## src/rtl/grover_sequencer_if.sv

```systemverilog
// Handshake and datapath bundle between the Grover sequencer, its user and the
// external invert_mean block. Names carry the sequencer's point of view.
interface grover_sequencer_if;
   logic        i_start;
   logic [2:0]  i_target;
   logic [63:0] i_dm_out;
   logic        o_busy;
   logic        o_done;
   logic [2:0]  o_result_idx;
   logic [7:0]  o_result_amp;
   logic [63:0] o_dm_in;
   logic [63:0] o_amp_out;

   modport master (
      output i_start,
      output i_target,
      output i_dm_out,
      input  o_busy,
      input  o_done,
      input  o_result_idx,
      input  o_result_amp,
      input  o_dm_in,
      input  o_amp_out
   );

   modport slave (
      input  i_start,
      input  i_target,
      input  i_dm_out,
      output o_busy,
      output o_done,
      output o_result_idx,
      output o_result_amp,
      output o_dm_in,
      output o_amp_out
   );
endinterface

```

## src/rtl/grover_sequencer.sv

```systemverilog
// Runs one 3-qubit Grover search: uniform load, ITER oracle/diffusion rounds
// through an external invert_mean block, then an 8-cycle argmax scan.
module grover_sequencer #(
   parameter int unsigned        ITER     = 2,
   parameter logic signed [7:0]  INIT_AMP = 8'sd23
) (
   input logic clk,
   input logic rst,
   grover_sequencer_if.slave bus
);

   localparam bit        SkipRounds = (ITER == 0);
   localparam logic [4:0] IterCount = 5'(ITER);

   typedef enum logic [2:0] {
      StIdle,
      StInit,
      StOracle,
      StDiff,
      StScan,
      StDone
   } state_t;

   state_t            r_state;
   logic signed [7:0] r_amp [8];
   logic [2:0]        r_target;
   logic [3:0]        r_round;
   logic [2:0]        r_scan_k;
   logic signed [7:0] r_best_amp;
   logic [2:0]        r_best_idx;
   logic              r_busy;
   logic              r_done;
   logic [2:0]        r_result_idx;
   logic signed [7:0] r_result_amp;

   logic [63:0]       w_amp_packed;
   logic signed [7:0] w_scan_amp;
   logic              w_take;
   logic signed [7:0] w_next_best_amp;
   logic [2:0]        w_next_best_idx;
   logic [4:0]        w_round_next;
   logic              w_last_round;

   always_comb begin
      w_amp_packed = '0;
      for (int k = 0; k < 8; k++) begin
         w_amp_packed[8*k +: 8] = r_amp[k];
      end
   end

   assign bus.o_amp_out    = w_amp_packed;
   assign bus.o_dm_in      = w_amp_packed;
   assign bus.o_busy       = r_busy;
   assign bus.o_done       = r_done;
   assign bus.o_result_idx = r_result_idx;
   assign bus.o_result_amp = r_result_amp;

   // k=0 always seeds the running best; later entries win only on strict signed >.
   assign w_scan_amp      = r_amp[r_scan_k];
   assign w_take          = (r_scan_k == 3'd0) || (w_scan_amp > r_best_amp);
   assign w_next_best_amp = w_take ? w_scan_amp : r_best_amp;
   assign w_next_best_idx = w_take ? r_scan_k : r_best_idx;

   assign w_round_next = {1'b0, r_round} + 5'd1;
   assign w_last_round = (w_round_next == IterCount);

   always_ff @(posedge clk or posedge rst) begin
      if (rst) begin
         r_state      <= StIdle;
         for (int k = 0; k < 8; k++) begin
            r_amp[k] <= '0;
         end
         r_target     <= '0;
         r_round      <= '0;
         r_scan_k     <= '0;
         r_best_amp   <= '0;
         r_best_idx   <= '0;
         r_busy       <= 1'b0;
         r_done       <= 1'b0;
         r_result_idx <= '0;
         r_result_amp <= '0;
      end else begin
         r_done <= 1'b0;
         case (r_state)
            StIdle: begin
               if (bus.i_start) begin
                  r_target <= bus.i_target;
                  r_round  <= '0;
                  r_busy   <= 1'b1;
                  r_state  <= StInit;
               end
            end
            StInit: begin
               for (int k = 0; k < 8; k++) begin
                  r_amp[k] <= INIT_AMP;
               end
               r_scan_k <= '0;
               r_state  <= SkipRounds ? StScan : StOracle;
            end
            StOracle: begin
               r_amp[r_target] <= -r_amp[r_target];
               r_state         <= StDiff;
            end
            StDiff: begin
               for (int k = 0; k < 8; k++) begin
                  r_amp[k] <= $signed(bus.i_dm_out[8*k +: 8]);
               end
               r_round <= w_round_next[3:0];
               if (w_last_round) begin
                  r_scan_k <= '0;
                  r_state  <= StScan;
               end else begin
                  r_state  <= StOracle;
               end
            end
            StScan: begin
               r_best_amp <= w_next_best_amp;
               r_best_idx <= w_next_best_idx;
               r_scan_k   <= r_scan_k + 3'd1;
               if (r_scan_k == 3'd7) begin
                  r_result_amp <= w_next_best_amp;
                  r_result_idx <= w_next_best_idx;
                  r_done       <= 1'b1;
                  r_state      <= StDone;
               end
            end
            StDone: begin
               r_busy  <= 1'b0;
               r_state <= StIdle;
            end
            default: begin
               r_busy  <= 1'b0;
               r_state <= StIdle;
            end
         endcase
      end
   end

endmodule

```

## src/flat_wrapper.sv

```systemverilog
// flat-port wrapper written by rule: the top's interface ports become plain ports
module grover_sequencer_flat 
#(
   parameter int unsigned        ITER     = 2,
   parameter logic signed [7:0]  INIT_AMP = 8'sd23
)
  (clk, rst, bus_i_start, bus_i_target, bus_i_dm_out, bus_o_busy, bus_o_done, bus_o_result_idx, bus_o_result_amp, bus_o_dm_in, bus_o_amp_out);
  grover_sequencer_if bus_i ();
  input logic clk;
  input logic rst;
  input wire logic [$bits(bus_i.i_start)-1:0] bus_i_start;
  input wire logic [$bits(bus_i.i_target)-1:0] bus_i_target;
  input wire logic [$bits(bus_i.i_dm_out)-1:0] bus_i_dm_out;
  output wire logic [$bits(bus_i.o_busy)-1:0] bus_o_busy;
  output wire logic [$bits(bus_i.o_done)-1:0] bus_o_done;
  output wire logic [$bits(bus_i.o_result_idx)-1:0] bus_o_result_idx;
  output wire logic [$bits(bus_i.o_result_amp)-1:0] bus_o_result_amp;
  output wire logic [$bits(bus_i.o_dm_in)-1:0] bus_o_dm_in;
  output wire logic [$bits(bus_i.o_amp_out)-1:0] bus_o_amp_out;
  assign bus_i.i_start = bus_i_start;
  assign bus_i.i_target = bus_i_target;
  assign bus_i.i_dm_out = bus_i_dm_out;
  assign bus_o_busy = bus_i.o_busy;
  assign bus_o_done = bus_i.o_done;
  assign bus_o_result_idx = bus_i.o_result_idx;
  assign bus_o_result_amp = bus_i.o_result_amp;
  assign bus_o_dm_in = bus_i.o_dm_in;
  assign bus_o_amp_out = bus_i.o_amp_out;
  grover_sequencer #(.ITER(ITER), .INIT_AMP(INIT_AMP)) u_core (.clk(clk), .rst(rst), .bus(bus_i));
endmodule
```

## config.mk

```make
export PLATFORM = sky130hd
export DESIGN_NAME = grover_sequencer_flat
export DESIGN_NICKNAME = d
export VERILOG_FILES = /design/src/rtl/grover_sequencer_if.sv /design/src/rtl/grover_sequencer.sv /design/src/flat_wrapper.sv
export SDC_FILE = /design/constraint.sdc
export NUM_CORES = 1
export LEC_CHECK = 0
export ABC_AREA = 0
export CAP_MARGIN = 20
export CORE_ASPECT_RATIO = 0.75
export CORE_MARGIN = 8
export CORE_UTILIZATION = 45
export CTS_BUF_LIST = sky130_fd_sc_hd__clkbuf_8
export DETAILED_ROUTE_END_ITERATION = 8
export PLACE_DENSITY = 0.74
export SETUP_SLACK_MARGIN = 0.3
export SLEW_MARGIN = 20
export SYNTH_ARGS = -nofsm -noshare
export SYNTH_HDL_FRONTEND = slang
export SYNTH_SLANG_ARGS = --single-unit
```

## constraint.sdc

```tcl
create_clock -name clk -period 4.5 [get_ports clk]
set_input_delay 0.9 -clock clk [delete_from_list [all_inputs] [get_ports clk]]
set_output_delay 0.9 -clock clk [all_outputs]
set_load 0.01 [all_outputs]
```

==> out/results.txt, run 1 <==
Async SR Flop Fraction: 100.0%
Synthesized Nets: 802
GR met2 Demand/Resource: 42.75%
Row count: 39
Cell count after synthesis: 718
Yosys top cell by area: dfrtp_1
TritonCTS buffer count: 9
Warnings from Yosys: 0
CP arrival: 4130 ps
Power density over the cells: 904.5 nW/um2
Gr ovfl total: 0
Lkg Pwr: 0.003577 uW
Final min period: 3855 ps
Final hold violation count: 0
CP Cell Sequence: mux4_2 > mux2_2 > ha_1 > or4b_1 > or3_1 > o211ai_1 > buf_4 > a21oi_1 > a221o_1
Slew Limit Fails: 0
Final TNS setup: 0 ps
Hold-fix buffer count after cts: 0
Number of gates resized after CTS: 0
Final Cycle Share: 85.68%
Worst Reg2Reg Path Length in Cells: 9
Synth cell types: 56
Max_cap viols: 0
Routed via count: 6613
Post-synth EDFFs: 0
Endpoints failing setup: 0
Largest family of logic cells by synthesized area: compound AO/OA/AOI/OAI gates
#FFs+latches synth: 101
Routing usage on met3: 9.747%
Outcome: finished clean
Fraction of layout cells with a size suffix above 1: 11.41%
Starting density of the core: 45.50%
RSZ-0062 raised after global routing: no
Compound-Gate Fraction of Synth Area: 22.12%
Slowest cell on the critical path: dfrtp_1
CTS Root Cell: clkbuf_8
# Post-CTS Setup Buffers: 0
GP Congestion: 0.9459
Top post-synthesis cells by area: dfrtp_1 (37%), mux4_2 (7.6%), buf_4 (7.1%)
Core area: 15030 um2
Worst-path clk slew: 100 ps
Setup ws final: 644.6 ps
Residual DRC: 0
Top post-synthesis cells by count: dfrtp_1 (101), buf_4 (65), a21oi_1 (64)
Cell area after synthesis: 6839 um2
Clock latency on the worst-skew pair: 390 ps
Power, Total: 7996 uW
Reg2reg start: u_core.r_scan_k[1]
CP required: 4780 ps
Final instance area: 8840 um2
CTS tree: yes
Top-Level Pins: 211
Ys flop type: dfrtp_1
CP peak stage delay: 770 ps
Vias in the first global route: 6589
Pin count of the biggest net entering global routing: 65
Vias/cell: 6.268
Worst-path fanout max: 13
DR iter-0 viols: 706
Maximum root-to-sink buffer count: 2
Top cell type's share of synthesized area: 36.96%
First-pass GRT wire length: 40300 um
Crit start category: flip-flop
Drt total wl: 26750 um
Port bufs: 210
Slew HR: 29.01%
Slew @ Worst Pin: 1065 ps
Worst setup startpoint: u_core.r_scan_k[1]
DR WL/cell: 25.35 um
Area of the die: 19440 um2
Fmax: 259.4 MHz
Tot GR Track Use: 27.35%
GRT busiest layer: met2
Clock Skews: 12.55 ps
# diodes: 0
Hold path cells: 2
Die Ht: 122.8 um
First-pass DRT Iterations: 8
Cell with the most instances after synthesis: dfrtp_1
Met1 GRT Util: 35.32%
H-tree depth: 3
Post-Synth Simple-Gate Area: 11.76%
Place WS: 622.7 ps
Mux contribution to synthesized area: 14.65%
Critical path capture point type: flip-flop
Hold Crit Start: u_core.bus.o_result_idx[2]
Kind of critical path: reg -> reg
Initial antenna violation count: 0
HP Class: reg -> reg
Xor and xnor area share after synthesis: 0.8599%
Die width: 158.4 um
Dpl hpwl: 20840 um
Hold slack: 497.5 ps
Layout area overhead: 29.25%
Synth Area in Adders: 2.561%
Worst VDD drop: 429.1 uV
Layout Nets: 929
Placed Area: 8650 um2
Final ANT Viol Nets: 0
Clock sink count: 101
Seq/Total Area, Yosys: 36.96%
Syn_area_per_cell: 9.525 um2
## through the flow
step                instances  utilization [%]
floorplan                 718                -
global placement         1038            57.45
detailed placement       1039            57.55
CTS                      1055            58.79
global route             1055            58.82
finish                   1055            58.82
## cell families after synthesis
logic type	Yosys count
flip-flops	101
AO/OA/AOI/OAI	236
AND/OR/NAND/NOR	166
adder cells (fa/ha/maj)	14
buffers and inverters	128
XOR/XNOR	5
multiplexers	68
## power breakdown
part | switching [uW] | internal (uW) | total [uW]
registers | 809 | 1330 | 2140
logic | 2860 | 2420 | 5280
clock network | 340 | 232 | 571
total | 4010 | 3980 | 8000
## worst paths after layout
kind / end / slack [ps]
max in group asynchronous: u_core.bus.o_amp_out[39] / 2660
worst min register to register: u_core.bus.o_result_idx[2] / 500
min in group asynchronous: u_core.bus.o_amp_out[10] / 1010
worst min-delay path: u_core.bus.o_result_idx[2] / 500
worst max-delay path: u_core.bus.o_result_idx[0] / 640
worst max register to register: u_core.bus.o_result_idx[0] / 640
## routing by layer
layer,part of all wire [%],wire length [um],vias up
li1,-,-,2837
met1,40,10640,3259
met2,45,12070,457
met3,13,3399,60
met4,2.4,633,0
met5,0,0,-
## layout by cell type, fill, tap and decap left out, types with 9 or more instances in the layout
cell,synthesis,final
clkdlybuf4s50_1,0,210
dfrtp_1,101,100
a21oi_1,64,63
nand2_1,60,60
nor2_1,49,48
o21ai_0,48,48
mux2_2,26,26
o22ai_1,26,26
a22oi_1,26,26
mux4_2,23,23
inv_1,19,19
mux2i_1,18,18
ha_1,14,14
buf_4,65,13
a22o_1,12,12
clkbuf_8,0,11
o31ai_1,10,10
nand3_1,9,9
o21ai_1,9,9
## worst max-delay path: cells and delay by family (launching register included)
kind | cells | cell delay, ps
muxes | 2 | 900
buffers and inverters | 1 | 250
AOI/OAI and AO/OA | 3 | 700
adders and majority gates | 1 | 200
and+or+nand+nor | 2 | 930
DFF | 1 | 770
## flip-flops by register name, indices dropped and copies added (netlist names)
| signal | cells |
|---|---|
| u_core.r_scan_k | 3 |
| u_core.r_state | 3 |
| u_core.r_round | 4 |
| u_core.r_target | 3 |
| u_core.bus.o_done | 1 |
| u_core.bus.o_result_amp | 8 |
| u_core.bus.o_result_idx | 3 |
| u_core.bus.o_busy | 1 |
| u_core.r_best_amp | 8 |
| u_core.bus.o_amp_out | 64 |
| u_core.r_best_idx | 3 |
## cell type report
| class | count | area, um2 |
|---|---|---|
| Clock buffer | 11 | 151.4 |
| Tap cell | 205 | 256.5 |
| Timing Repair Buffer | 225 | 2235 |
| Sequential cell | 101 | 2529 |
| Fill cell | 1327 | 6190 |
| Multi-Input combinational cell | 489 | 3560 |
| Inverter | 19 | 73.82 |
| Clock inverter | 5 | 35.03 |
No activity file was read; power rests on OpenSTA's default activity.
==> inputs of run 2 (changes only) <==
--- a/config.mk
+++ b/config.mk
@@ -13,6 +13,7 @@
 export CTS_BUF_LIST = sky130_fd_sc_hd__clkbuf_8
 export DETAILED_ROUTE_END_ITERATION = 8
 export PLACE_DENSITY = 0.74
+export RECOVER_POWER = 50
 export SETUP_SLACK_MARGIN = 0.3
 export SLEW_MARGIN = 20
 export SYNTH_ARGS = -nofsm -noshare
==> run 2 against run 1 <==
The flow now finishes with violations (max-capacitance violations, max-slew violations). Routed wire length is 0.17% lower. Clock skew about the same. Via count is 0.51% lower. Critical path depth is 1 higher. Hold slack worse by 6.6 ps. Sequential cell count unchanged. Non-clock buffer count stayed put. Die area stayed put. Cell area is 0.18% lower. First-iteration DRC count grew 1.8%. Combinational power down 2%. Clock-buffer cell count is the same. Critical endpoint is now u_core.bus.o_result_idx[1]. Largest power group unchanged.
==> out/results.txt, run 2 (synthesized netlist as in run 1, its figures left out) <==
Most frequent cells in the layout: clkdlybuf4s50_1 (153), dfrtp_1 (100), a21oi_1 (63)
Fmax: 259.9 MHz
Gr ovfl total: 0
Clock sink count: 101
Maximum root-to-sink buffer count: 2
DR WL/cell: 25.31 um
Final instance area: 8823 um2
Top-Level Pins: 211
Vias/cell: 6.236
TritonCTS buffer count: 9
Leading cell type in the layout, fill and taps excluded: clkdlybuf4s50_1
Slew Limit Fails: 65
Multi-input gate area: 3560 um2
Met2 WL: 12070 um
HP Class: reg -> reg
Number of gates resized after CTS: 0
Internal power: 3895 uW
Final Util: 58.71%
First-pass GRT wire length: 40300 um
Crit start category: flip-flop
Critical path capture point type: flip-flop
Endpoints failing setup: 0
Kind of critical path: reg -> reg
Max_cap viols: 1
Register area: 2529 um2
CTS Root Cell: clkbuf_8
Clock Skews: 12.26 ps
Worst VDD drop: 427.6 uV
Die Ht: 122.8 um
Final TNS setup: 0 ps
Reg power frac: 26.9%
Lkg Pwr: 0.003584 uW
Final ANT Viol Nets: 0
RSZ-0062 raised after global routing: no
Initial antenna violation count: 0
Setup ws final: 652.8 ps
Worst-path fanout max: 14
Failing checks: max-capacitance violations, max-slew violations
Fillers: 1326
Core area: 15030 um2
Hold-fix buffer count after cts: 0
DR iter-0 viols: 719
CP arrival: 4120 ps
Power density over the cells: 894.9 nW/um2
Tot GR Track Use: 27.35%
Dpl hpwl: 20840 um
GP Congestion: 0.9459
Die width: 158.4 um
Pin count of the biggest net entering global routing: 65
Layout Nets: 929
Met3 wire len: 3350 um
Final Cycle Share: 85.49%
Final min period: 3847 ps
First-pass DRT Iterations: 5
CP required: 4780 ps
Placed Area: 8650 um2
Residual DRC: 0
Drt total wl: 26700 um
Sw Share: 50.67%
Vias in the first global route: 6589
Top Metal Used: met4
Area of the die: 19440 um2
Worst-path clk slew: 100 ps
H-tree depth: 3
Slew HR: -88.02%
DRT met1 WL: 10670 um
Max reg flops: 64
Final hold violation count: 0
Clock share of power: 7.2%
Outcome: finished with violations
Row count: 39
Logic pwr share: 65.9%
Port bufs: 210
Fraction of layout cells with a size suffix above 1: 10.94%
CTS tree: yes
Place WS: 622.7 ps
Routed via count: 6579
# diodes: 0
Power, Total: 7896 uW
Slew @ Worst Pin: 2805 ps
# Post-CTS Setup Buffers: 0
Starting density of the core: 45.50%
Layout area overhead: 29.02%
Net switching power: 4001 uW
Clock latency on the worst-skew pair: 390 ps
[run 2: changes by cell type in the layout (fill, tap and decap cells not counted), sizes merged]
| cell | before | now |
|---|---|---|
| clkdlybuf4s50 | 210 | 153 |
| clkbuf | 11 | 15 |
| clkinvlp | 3 | 4 |
| buf | 15 | 11 |
| dlygate4sd3 | 0 | 57 |
| inv | 21 | 20 |
[run 2: power groups by stage]
| stage | logic, uW | clock network, uW | registers, uW |
|---|---|---|---|
| 6_report | 5200 | 571 | 2120 |
| 5_1_grt | 5570 | 606 | 2180 |
| 4_1_cts | 5210 | 576 | 2100 |
| 3_5_place_dp | 5180 | 0 | 2120 |
| 3_3_place_gp | 5060 | 0 | 2110 |
| 2_1_floorplan | 3350 | 0 | 1860 |
[run 2: stage by stage]
step	std cells	hold slack, ps
after CTS	1055	506.6
after global routing	1055	531.5
after detailed placement	1039	483.1
final	1055	490.9
after floorplan	718	451.2
after global placement	1038	468.0
[run 2: layout make-up]
cell class / count / share of cell area (%)
multi-input cells: 489 / 40.34
clock inverters: 5 / 0.3971
well taps: 205 / 2.907
flip-flops and latches: 101 / 28.66
repair buffers: 225 / 25.16
inverters: 19 / 0.8225
clock buffers: 11 / 1.716
[run 2: worst max-delay path, stage by stage (launching register included)]
cell and delay, ps:
dfrtp_1 580, buf_12 220, mux4_2 510, mux2_2 310, ha_1 310, or4b_1 500
or3_1 350, o211ai_1 280, buf_4 250, a21oi_1 100, a221o_1 320
[run 2: worst paths after layout]
kind,start,endpoint,slack (ps),cells past startpoint
worst max-delay path,u_core.r_scan_k[0],u_core.bus.o_result_idx[1],650,10
worst min-delay path,u_core.bus.o_result_idx[2],u_core.bus.o_result_idx[2],490,2
worst max register to register,u_core.r_scan_k[0],u_core.bus.o_result_idx[1],650,10
worst min register to register,u_core.bus.o_result_idx[2],u_core.bus.o_result_idx[2],490,2
max in group asynchronous,rst,u_core.bus.o_amp_out[22],800,3
min in group asynchronous,rst,u_core.bus.o_amp_out[10],1750,2
[run 2: per-layer routing]
| metal | track usage [%] | up-vias |
|---|---|---|
| met5 | 0 | - |
| met4 | 7.756 | 0 |
| met3 | 9.747 | 56 |
| met2 | 42.75 | 444 |
| met1 | 35.32 | 3243 |
| li1 | - | 2836 |
